<file path="src/rtl/icu_seq_pkg.sv">
// icu_seq_pkg: shared types and constants of the ICU fetch/issue sequencer.
package icu_seq_pkg;

    localparam int DEF_ADDR_W      = 8;
    localparam int DEF_IO_W        = 3;
    localparam int DEF_STACK_DEPTH = 4;

    // Opcode position inside a ROM word, counted above the ADDR_W-bit operand.
    localparam int OPC_W   = 4;
    localparam int OPC_LSB = 0;
    localparam int OPC_MSB = OPC_LSB + OPC_W - 1;

    typedef enum logic [2:0] {
        S_IDLE    = 3'd0,
        S_FETCH   = 3'd1,
        S_ISSUE   = 3'd2,
        S_DECODE  = 3'd3,
        S_RELEASE = 3'd4,
        S_HALT    = 3'd5
    } seq_state_t;

endpackage

</file>
<file path="src/rtl/instructions_pkg.sv">
// instructions_pkg: 4-bit instruction encoding of the 1-bit ICU.
package instructions_pkg;

    typedef enum logic [3:0] {
        NOPO = 4'h0,
        LD   = 4'h1,
        LDC  = 4'h2,
        AND  = 4'h3,
        ANDC = 4'h4,
        OR   = 4'h5,
        ORC  = 4'h6,
        XNOR = 4'h7,
        STO  = 4'h8,
        STOC = 4'h9,
        IEN  = 4'hA,
        OEN  = 4'hB,
        JMP  = 4'hC,
        RTN  = 4'hD,
        SKZ  = 4'hE,
        NOPF = 4'hF
    } instruction_t;

endpackage

</file>
<file path="src/rtl/icu_sequencer_if.sv">
// icu_sequencer_if: program-ROM port plus ICU req/ack handshake and decode flags.
interface icu_sequencer_if
    import icu_seq_pkg::*;
    import instructions_pkg::*;
#(
    parameter int ADDR_W = DEF_ADDR_W,
    parameter int IO_W   = DEF_IO_W
) ();

    logic [ADDR_W-1:0]       prog_addr;
    logic [OPC_W+ADDR_W-1:0] prog_data;
    instruction_t            instr;
    logic [IO_W-1:0]         io_addr;
    logic                    icu_req;
    logic                    icu_ack;
    logic                    icu_jmp;
    logic                    icu_rtn;
    logic                    icu_flag_o;
    logic                    icu_flag_f;

    // Sequencer side.
    modport master (
        output prog_addr, instr, io_addr, icu_req,
        input  prog_data, icu_ack, icu_jmp, icu_rtn, icu_flag_o, icu_flag_f
    );

    // ROM + ICU side.
    modport slave (
        input  prog_addr, instr, io_addr, icu_req,
        output prog_data, icu_ack, icu_jmp, icu_rtn, icu_flag_o, icu_flag_f
    );

endinterface

</file>
<file path="src/rtl/icu_ret_stack.sv">
// icu_ret_stack: small LIFO of return addresses for ICU subroutine calls.
module icu_ret_stack
    import icu_seq_pkg::*;
#(
    parameter int DEPTH = DEF_STACK_DEPTH,
    parameter int W     = DEF_ADDR_W
) (
    input  logic         clk,
    input  logic         rst,
    input  logic         push_i,
    input  logic         pop_i,
    input  logic [W-1:0] data_i,
    output logic [W-1:0] data_o,
    output logic         full_o,
    output logic         empty_o
);

    localparam int PTR_W = $clog2(DEPTH);

    // sp_q counts stored entries, 0..DEPTH; its low bits index the next free slot.
    logic [PTR_W:0]   sp_q;
    logic [PTR_W-1:0] top_idx;
    logic [W-1:0]     mem_q [DEPTH];

    assign full_o  = (sp_q == (PTR_W+1)'(DEPTH));
    assign empty_o = (sp_q == '0);
    assign top_idx = sp_q[PTR_W-1:0] - PTR_W'(1);
    assign data_o  = mem_q[top_idx];

    // Stack pointer: push and pop are ignored when they would over/underflow.
    always_ff @(posedge clk or posedge rst) begin
        if (rst) begin
            sp_q <= '0;
        end else if (push_i && !full_o) begin
            sp_q <= sp_q + 1'b1;
        end else if (pop_i && !empty_o) begin
            sp_q <= sp_q - 1'b1;
        end
    end

    // Entry storage.
    // NOTE: storage is deliberately left out of reset; an entry is never read before it is pushed.
    always_ff @(posedge clk) begin
        if (push_i && !full_o) begin
            mem_q[sp_q[PTR_W-1:0]] <= data_i;
        end
    end

endmodule

</file>
<file path="src/rtl/icu_sequencer.sv">
// icu_sequencer: PC owner, ROM fetch and 4-phase req/ack issue to the 1-bit ICU.
// Optional build macro SEQ_BREAKPOINT_EN adds bp_valid_i/bp_addr_i: a fetch of
// bp_addr_i stops in IDLE, and a 0->1 edge on run_i executes that word once.
module icu_sequencer
    import icu_seq_pkg::*;
    import instructions_pkg::*;
#(
    parameter int ADDR_W      = DEF_ADDR_W,
    parameter int IO_W        = DEF_IO_W,
    parameter int STACK_DEPTH = DEF_STACK_DEPTH
) (
    input  logic              clk,
    input  logic              rst,
    input  logic              run_i,
`ifdef SEQ_BREAKPOINT_EN
    input  logic              bp_valid_i,
    input  logic [ADDR_W-1:0] bp_addr_i,
`endif
    icu_sequencer_if.master   bus,
    output logic              halted_o,
    output logic              stack_err_o
);

    seq_state_t        state_q, state_d;
    logic [ADDR_W-1:0] pc_q, pc_d;
    instruction_t      instr_q, instr_d;
    logic [ADDR_W-1:0] operand_q, operand_d;
    logic              halt_pend_q, halt_pend_d;
    logic              stack_err_q, stack_err_d;

    logic              stk_push, stk_pop, stk_full, stk_empty;
    logic [ADDR_W-1:0] stk_top;
    logic              bp_stop_idle, bp_stop_rel;

`ifdef SEQ_BREAKPOINT_EN
    logic run_prev_q;
    logic bp_match;

    assign bp_match     = bp_valid_i && (pc_q == bp_addr_i);
    // A fresh run edge lets the breakpoint word through once.
    assign bp_stop_idle = bp_match && !(run_i && !run_prev_q);
    assign bp_stop_rel  = bp_match;

    // Previous run level for edge detection.
    always_ff @(posedge clk or posedge rst) begin
        if (rst) begin
            run_prev_q <= 1'b0;
        end else begin
            run_prev_q <= run_i;
        end
    end
`else
    assign bp_stop_idle = 1'b0;
    assign bp_stop_rel  = 1'b0;
`endif

    icu_ret_stack #(
        .DEPTH (STACK_DEPTH),
        .W     (ADDR_W)
    ) u_ret_stack (
        .clk     (clk),
        .rst     (rst),
        .push_i  (stk_push),
        .pop_i   (stk_pop),
        .data_i  (pc_q),
        .data_o  (stk_top),
        .full_o  (stk_full),
        .empty_o (stk_empty)
    );

    // Next-state, next-PC and stack control.
    // NOTE: every always_comb output gets a default first, so no path can infer a latch.
    always_comb begin
        state_d     = state_q;
        pc_d        = pc_q;
        instr_d     = instr_q;
        operand_d   = operand_q;
        halt_pend_d = halt_pend_q;
        stack_err_d = stack_err_q;
        stk_push    = 1'b0;
        stk_pop     = 1'b0;

        case (state_q)
            S_IDLE: begin
                if (run_i && !bp_stop_idle) begin
                    state_d = S_FETCH;
                end
            end

            // prog_addr follows the PC, which has been stable for at least one
            // clk on every path into FETCH, so the ROM word is valid here.
            S_FETCH: begin
                instr_d   = instruction_t'(bus.prog_data[ADDR_W+OPC_MSB:ADDR_W+OPC_LSB]);
                operand_d = bus.prog_data[ADDR_W-1:0];
                state_d   = S_ISSUE;
            end

            S_ISSUE: begin
                if (bus.icu_ack) begin
                    state_d = S_DECODE;
                end
            end

            // Flags have settled by now; priority flag_f > rtn > flag_o > jmp.
            S_DECODE: begin
                state_d = S_RELEASE;
                if (bus.icu_flag_f) begin
                    halt_pend_d = 1'b1;
                    pc_d        = pc_q + 1'b1;
                end else if (bus.icu_rtn) begin
                    if (stk_empty) begin
                        stack_err_d = 1'b1;
                        halt_pend_d = 1'b1;
                    end else begin
                        stk_pop = 1'b1;
                        pc_d    = stk_top;
                    end
                end else if (bus.icu_flag_o) begin
                    if (stk_full) begin
                        stack_err_d = 1'b1;
                        halt_pend_d = 1'b1;
                    end else begin
                        stk_push = 1'b1;
                        pc_d     = operand_q;
                    end
                end else if (bus.icu_jmp) begin
                    pc_d = operand_q;
                end else begin
                    pc_d = pc_q + 1'b1;
                end
            end

            S_RELEASE: begin
                if (!bus.icu_ack) begin
                    if (halt_pend_q) begin
                        state_d = S_HALT;
                    end else if (run_i && !bp_stop_rel) begin
                        state_d = S_FETCH;
                    end else begin
                        state_d = S_IDLE;
                    end
                end
            end

            S_HALT: begin
                state_d = S_HALT;
            end

            default: begin
                state_d = S_IDLE;
            end
        endcase
    end

    // Sequencer registers.
    // NOTE: sequential state uses non-blocking assignments so every register samples pre-edge values.
    always_ff @(posedge clk or posedge rst) begin
        if (rst) begin
            state_q     <= S_IDLE;
            pc_q        <= '0;
            instr_q     <= NOPO;
            operand_q   <= '0;
            halt_pend_q <= 1'b0;
            stack_err_q <= 1'b0;
        end else begin
            state_q     <= state_d;
            pc_q        <= pc_d;
            instr_q     <= instr_d;
            operand_q   <= operand_d;
            halt_pend_q <= halt_pend_d;
            stack_err_q <= stack_err_d;
        end
    end

    // req is a pure decode of the state register, so reset drops it at once.
    assign bus.prog_addr = pc_q;
    assign bus.instr     = instr_q;
    assign bus.io_addr   = operand_q[IO_W-1:0];
    assign bus.icu_req   = (state_q == S_ISSUE);
    assign halted_o      = (state_q == S_IDLE) || (state_q == S_HALT);
    assign stack_err_o   = stack_err_q;

endmodule
</file>
<file path="src/flat_wrapper.sv">
// flat-port wrapper written by rule: the top's interface ports become plain ports
module icu_sequencer_flat import icu_seq_pkg::*; import instructions_pkg::*;
#(
    parameter int ADDR_W      = DEF_ADDR_W,
    parameter int IO_W        = DEF_IO_W,
    parameter int STACK_DEPTH = DEF_STACK_DEPTH
)
  (clk, rst, run_i, halted_o, stack_err_o, bus_prog_addr, bus_instr, bus_io_addr, bus_icu_req, bus_prog_data, bus_icu_ack, bus_icu_jmp, bus_icu_rtn, bus_icu_flag_o, bus_icu_flag_f);
  icu_sequencer_if #(.ADDR_W(ADDR_W), .IO_W(IO_W)) bus_i ();
  input  logic clk;
  input  logic rst;
  input  logic run_i;
  output logic halted_o;
  output logic stack_err_o;
  output wire logic [$bits(bus_i.prog_addr)-1:0] bus_prog_addr;
  output wire logic [$bits(bus_i.instr)-1:0] bus_instr;
  output wire logic [$bits(bus_i.io_addr)-1:0] bus_io_addr;
  output wire logic [$bits(bus_i.icu_req)-1:0] bus_icu_req;
  input wire logic [$bits(bus_i.prog_data)-1:0] bus_prog_data;
  input wire logic [$bits(bus_i.icu_ack)-1:0] bus_icu_ack;
  input wire logic [$bits(bus_i.icu_jmp)-1:0] bus_icu_jmp;
  input wire logic [$bits(bus_i.icu_rtn)-1:0] bus_icu_rtn;
  input wire logic [$bits(bus_i.icu_flag_o)-1:0] bus_icu_flag_o;
  input wire logic [$bits(bus_i.icu_flag_f)-1:0] bus_icu_flag_f;
  assign bus_prog_addr = bus_i.prog_addr;
  assign bus_instr = bus_i.instr;
  assign bus_io_addr = bus_i.io_addr;
  assign bus_icu_req = bus_i.icu_req;
  assign bus_i.prog_data = bus_prog_data;
  assign bus_i.icu_ack = bus_icu_ack;
  assign bus_i.icu_jmp = bus_icu_jmp;
  assign bus_i.icu_rtn = bus_icu_rtn;
  assign bus_i.icu_flag_o = bus_icu_flag_o;
  assign bus_i.icu_flag_f = bus_icu_flag_f;
  icu_sequencer #(.ADDR_W(ADDR_W), .IO_W(IO_W), .STACK_DEPTH(STACK_DEPTH)) u_core (.clk(clk), .rst(rst), .run_i(run_i), .bus(bus_i), .halted_o(halted_o), .stack_err_o(stack_err_o));
endmodule
</file>
<file path="config.mk">
export PLATFORM = sky130hd
export DESIGN_NAME = icu_sequencer_flat
export DESIGN_NICKNAME = d
export VERILOG_FILES = /design/src/rtl/icu_seq_pkg.sv /design/src/rtl/instructions_pkg.sv /design/src/rtl/icu_sequencer_if.sv /design/src/rtl/icu_ret_stack.sv /design/src/rtl/icu_sequencer.sv /design/src/flat_wrapper.sv
export SDC_FILE = /design/constraint.sdc
export NUM_CORES = 1
export LEC_CHECK = 0
export CAP_MARGIN = 15
export CORE_ASPECT_RATIO = 1.25
export CORE_UTILIZATION = 45
export DETAILED_ROUTE_END_ITERATION = 8
export GPL_TIMING_DRIVEN = 0
export PLACE_DENSITY_LB_ADDON = 0.05
export SYNTH_ARGS = -nofsm -noshare
export SYNTH_HDL_FRONTEND = slang
export SYNTH_SLANG_ARGS = --single-unit
</file>
<file path="constraint.sdc">
create_clock -name clk -period 6.5 [get_ports clk]
set_input_delay 0.975 -clock clk [delete_from_list [all_inputs] [get_ports clk]]
set_output_delay 0.975 -clock clk [all_outputs]
set_load 0.01 [all_outputs]
</file>
==> results of run 1 <==
cells in the final DEF, fill, tap and decap left out, drive strengths merged, types with 2 or more instances in the layout:
cell type | Yosys | final
and2 | 4 | 4
a211oi | 2 | 2
dfrtp | 28 | 28
o21ai | 8 | 8
nand3 | 6 | 6
a21oi | 6 | 6
or2 | 2 | 2
inv | 5 | 6
a22oi | 3 | 3
edfxtp | 32 | 32
clkinv | 0 | 3
a21o | 3 | 3
clkbuf | 3 | 12
o211ai | 2 | 2
nand2 | 15 | 15
xor2 | 4 | 4
nor2 | 20 | 20
clkdlybuf4s50 | 0 | 37
mux2 | 14 | 14
a211o | 4 | 4
xnor2 | 6 | 6
nor2b | 2 | 2
ha | 6 | 6
and3 | 4 | 4
nor3 | 6 | 6
buf | 10 | 11
bufinv | 0 | 2
mux4 | 8 | 8
metal layers:
layer	vias up	part of all wire	routed length [um]	global-route usage
met2	38	0.48	2730	0.300
met1	892	0.46	2590	0.241
li1	914	-	-	-
met4	0	0.033	190	0.128
met3	15	0.028	158	0.0400
met5	-	0	0	0
stage by stage:
step	instances	utilization	hold WS [ps]	setup slack, ps	instance area, um2
2_1_floorplan	221	-	451	4100	2870
3_3_place_gp	343	0.542	464	3390	3340
3_5_place_dp	343	0.542	484	3410	3340
4_1_cts	359	0.579	502	3780	3570
5_1_grt	360	0.583	526	3550	3590
6_report	360	0.583	499	3770	3590
synth_stat cells (6+ instances only):
cell	number	area, um2
edfxtp_1	32	961
mux2_2	13	146
ha_1	6	75.1
nand3_1	6	30.0
xnor2_1	6	52.6
mux4_2	8	180
nor3_1	6	30.0
dfrtp_1	28	701
o21ai_1	6	30.0
nor2_1	20	75.1
nand2_1	15	56.3
kinds of logic (layout without fill, tap and decap cells):
group                      after synthesis  in the layout
and+or+nand+nor                         65             65
muxes                                   23             23
DFF                                     60             60
adders and majority gates                6              6
xor gates and xnor gates                10             10
buffers and inverters                   18             72
AOI/OAI and AO/OA                       39             39
flip-flops by register name, indices dropped and copies added (netlist names):
name / count
u_core.stack_err_o: 1
u_core.bus.prog_addr: 8
u_core.bus.instr: 4
u_core.operand_q: 8
u_core.u_ret_stack.sp_q: 3
u_core.halt_pend_q: 1
u_core.u_ret_stack.mem_q: 32
u_core.state_q: 3
final cells by class:
cell class | instances | share of cell area
plain buffers | 13 | 0.0226
clock buffers | 9 | 0.0345
clock inverters | 7 | 0.0275
inverters | 5 | 0.00522
multi-input cells | 143 | 0.308
flip-flops and latches | 60 | 0.462
well taps | 85 | 0.0296
repair buffers | 38 | 0.111
worst max-delay path, delay by kind of cell:
| kind | cells | cell delay, ps |
|---|---|---|
| AO/OA/AOI/OAI | 1 | 130 |
| AND/OR/NAND/NOR | 3 | 740 |
| XOR/XNOR | 2 | 230 |
| buffers and inverters | 2 | 660 |
| adder cells (fa/ha/maj) | 1 | 200 |
worst max path at each step:
stage | from | endpoint | slack, ps | cells past startpoint
3_5_place_dp | bus_icu_rtn | u_core.u_ret_stack.sp_q[2] | 3410 | 9
5_1_grt | bus_icu_rtn | u_core.u_ret_stack.sp_q[2] | 3550 | 9
2_1_floorplan | bus_icu_rtn | u_core.u_ret_stack.sp_q[2] | 4100 | 8
4_1_cts | bus_icu_rtn | u_core.u_ret_stack.sp_q[2] | 3780 | 9
6_report | bus_icu_rtn | u_core.u_ret_stack.sp_q[2] | 3770 | 9
3_3_place_gp | bus_icu_rtn | u_core.u_ret_stack.sp_q[2] | 3390 | 9
where the power goes:
group / leakage [uW] / internal [uW] / switching (uW)
Clock: 0.000110 / 218 / 157
Sequential: 0.000634 / 508 / 104
Combinational: 0.000623 / 323 / 245
==> flow_summary.toml, run 1 <==
[outcome]
status = "completed"

[route]
drc = 0
post_drt_via_cell_ratio = 5.16
routed_wl_mm = 5.67
wire_per_inst_um = 15.8
final_antenna_net_count = 0
drt-initial-drc-count = 60
firstDrtPassIters = 4
vias = 1859

[clock_tree]
post_cts_buffers = 0
cts-root-buf = "clkbuf_8"
cts_tree = "done"
clockBufferDepth = 2
cts_made_buffers = 9
clk_latency_ps = 340
cts_max_level = 3
ctsHoldBuffers = 0
clk_pin_slew_worst_paths_ps = 70
cts_sinks = 60
cts_resized = 0

[min_path]
whs_path_depth = 1
min_from = "u_core.halt_pend_q"
hold_path_class = "register to register"
worst_hold_path.endpoint = "u_core.halt_pend_q"

[floorplan]
die_h_um = 91.3
die_x_um = 73.4
io_pins = 38
num_rows = 32
core_area_um2 = 6170
design.die.area_um2 = 6700
initial_core_util = 0.465

[power]
ir_drop_uv = 212
leakagePower_uw = 0.00137
fin_total_pwr_uw = 1550
power_density_nw_per_um2 = 433

[worst_setup_path]
worstSetupPathType = "primary input to register"
r2r-start = "u_core.u_ret_stack.sp_q[0]"
slowest_stage = "clkdlybuf4s50_1"
cp_slowest_stage_delay_ps = 450
path_cells = "clkdlybuf4s50_1, buf_2, nor3_1, and3_1, xnor2_1, ha_1, nor3_1, a32oi_1, xnor2_1"
r2r_end = "u_core.bus.prog_addr[6]"
worst_ep_arrival_time_ps = 2950
start_kind = "primary input"
cp_data_required_time_ps = 6720
r2r_cells = 9
crit_fanout = 10
r2r_slack_ps = 4140
end_kind = "register"

[timing]
fin_crit_sh = 0.420
min_period_ps = 2730
rsz0062_at_grt = "false"
maxSlewViolCount = 0
fmax_mhz = 367
finClkSkew_ps = 7.76
setup_violations = 0
relSlewSlack = 0.667
fin_tns_setup_ps = 0
hold_violations = 0
tightest_slew_ps = 499

[placed_design]
gp_congestion = 0.843
portBuffers = 37
dp_hpwl_mm = 3.99

[logic_synthesis]
avgSynthCellArea_um2 = 13.0
synthAdderAreaFrac = 0.0262
ys_types = 50
synth_xor_xnor_area_share = 0.0305
synth-async-reset-ratio = 0.467
ys_ff_latch = 60
synth_top_flop_cell = "edfxtp_1"
synthCells = 221
synth-simple-area-share = 0.111
yosysWarnings = 0
seq_area_frac_synth = 0.579
synth_compound_area_frac = 0.0969
syn_nets = 247
synth_edf_count = 32
synth_area_um2 = 2870
synth_top_family_by_area = "multiplexers"
synthMuxAreaShare = 0.121

[grt]
antenna_found_initial = 0
globalRouteTotalUtil = 0.194
grt_max_degree = 29
grt_pass1_wl_mm = 9.29
grt_pass1_vias = 1872
grt.overflow.total = 0

[finish]
fillers = 533
seq_area_um2 = 1660
multiInputGateArea_um2 = 1110
area_delta_synth_final_pct = 25.3
drive_above_1_share = 0.193
antenna_cells = 0
nNetsFinal = 296

[flow_run]
cap_violations = 0
Note: power is estimated with default switching activity, not from simulation.
==> run 2: changes to the inputs <==
clock period = 2.3 ns   (was 6.5 ns; I/O delays follow)
==> run 2 against run 1 <==
Against the previous run:
- utilization is 0.30 points higher
- critical endpoint unchanged
- flip-flop and latch count unchanged
- largest cell class unchanged
- highest routed layer unchanged
- setup slack got worse by 3600 ps
- critical path depth is 1 higher
- sequential share of layout area fell by 0.24 points
==> flow_summary.toml, run 2 (synthesis gave the netlist of run 1 again) <==
[power]
fin_total_pwr_uw = 4420
leakagePower_uw = 0.00137
power_density_nw_per_um2 = 1220
ir_drop_uv = 600

[clock_tree]
clk_latency_ps = 340
cts_max_level = 3
cts_made_buffers = 9
clockBufferDepth = 2
clk_pin_slew_worst_paths_ps = 70
cts-root-buf = "clkbuf_8"
cts_sinks = 60
ctsHoldBuffers = 0
cts_tree = "done"

[floorplan]
die_x_um = 73.4
design.die.area_um2 = 6700
initial_core_util = 0.465
io_pins = 38
num_rows = 32
core_area_um2 = 6170
die_h_um = 91.3

[placed_design]
dp_hpwl_mm = 3.99
gp_congestion = 0.843
dp.cells = 343
portBuffers = 37

[worst_setup_path]
cp_data_required_time_ps = 2520
worst_ep_arrival_time_ps = 2330
crit_path_end = "u_core.u_ret_stack.sp_q[2]"
r2r_slack_ps = 190
critPathLaunch = "u_core.u_ret_stack.sp_q[0]"
crit_fanout = 10
end_kind = "register"
r2r_cells = 10
start_kind = "register"
worstSetupPathType = "register to register"
r2r_end = "u_core.u_ret_stack.sp_q[2]"
r2r-start = "u_core.u_ret_stack.sp_q[0]"

[finish]
antenna_cells = 0
mostFrequentLayoutCell = "clkdlybuf4s50_1"
fillers = 535
final_cell_mix = "clkdlybuf4s50_1, edfxtp_1, dfrtp_1"
drive_above_1_share = 0.207
area_delta_synth_final_pct = 26.0
final_util = 0.586
largest_reg_flops = 32
nNetsFinal = 297
final_cells = 361

[min_path]
hold_path_class = "primary input to async pin"

[timing]
tightest_slew_ps = 465
fmax_mhz = 475
fin_tns_setup_ps = 0
maxSlewViolCount = 0
min_period_ps = 2110
finClkSkew_ps = 7.12
fin_crit_sh = 0.915
rsz0062_at_grt = "false"
hold_violations = 0
relSlewSlack = 0.690
setup_violations = 0

[grt]
globalRouteTotalUtil = 0.194
grt_max_degree = 29
grt_pass1_vias = 1864
grt.overflow.total = 0
antenna_found_initial = 0
grt_pass1_wl_mm = 9.29

[route]
final_antenna_net_count = 0
drt-initial-drc-count = 55
post_drt_via_cell_ratio = 5.19
vias = 1874
firstDrtPassIters = 4
routed_wl_mm = 5.72
drc = 0
wire_per_inst_um = 15.9

[flow_run]
cap_violations = 0

[outcome]
status = "completed"
[run 2: changes by cell type in the layout (fill, tap and decap cells not counted)]
cell / change
clkbuf_1: -1
ha_2: +1
nor3_2: +1
buf_4: +2
ha_1: -1
nor3_1: -1
[run 2: timing repair]
action / 4_1_cts / 5_1_grt
buffers inserted: 0 / 2
pin swaps: 0 / 1
resized for setup: 0 / 2
endpoints found under the setup margin: 3 / 3
[run 2: worst max-delay path, cell delays in order (launching register included)]
cell	delay, ps
dfrtp_1	420
buf_6	180
inv_1	90
ha_2	210
nand2_1	70
and3_1	240
xnor2_1	140
ha_1	200
nor3_1	160
a32oi_1	130
xnor2_1	150
[run 2: where the power goes]
part           switching, uW  total [uW]  internal [uW]
Sequential               294        1730           1440
Clock                    442        1060            615
Combinational            693        1630            938
Total                   1430        4420           2990
[run 2: worst min path at each step]
stage,startpoint,cells past startpoint,slack (ps),endpoint
final,rst,2,280,u_core.bus.prog_addr[5]
after global routing,rst,2,300,u_core.operand_q[7]
after CTS,u_core.halt_pend_q,1,500,u_core.halt_pend_q
after detailed placement,u_core.halt_pend_q,1,480,u_core.halt_pend_q
after global placement,u_core.stack_err_o,1,460,u_core.stack_err_o
after floorplan,rst,1,410,u_core.bus.instr[0]
[run 2: routing by layer]
metal  up-vias  GRT usage  wire length (um)  share of wire
met5         -          0                 0              0
met1       908      0.241              2610           0.46
met2        38      0.300              2790           0.49
met3        13     0.0400               152          0.027
li1        915          -                 -              -
met4         0      0.128               172          0.030
[run 2: area by class of cell]
class / instances / area (um2) / area share
clock buffers: 9 / 124 / 0.0343
multi-input cells: 143 / 1110 / 0.308
repair buffers: 40 / 413 / 0.114
inverters: 5 / 18.8 / 0.00519
flip-flops and latches: 60 / 1660 / 0.460
clock inverters: 7 / 98.8 / 0.0274
well taps: 85 / 106 / 0.0294
plain buffers: 12 / 77.6 / 0.0215
[run 2: through the flow]
step	setup WS (ps)	hold WS, ps	cell area, um2
2_1_floorplan	250	410	2870
3_5_place_dp	-164	484	3340
6_report	194	280	3610
4_1_cts	77.8	502	3560
3_3_place_gp	-179	464	3340
5_1_grt	10.8	302	3610
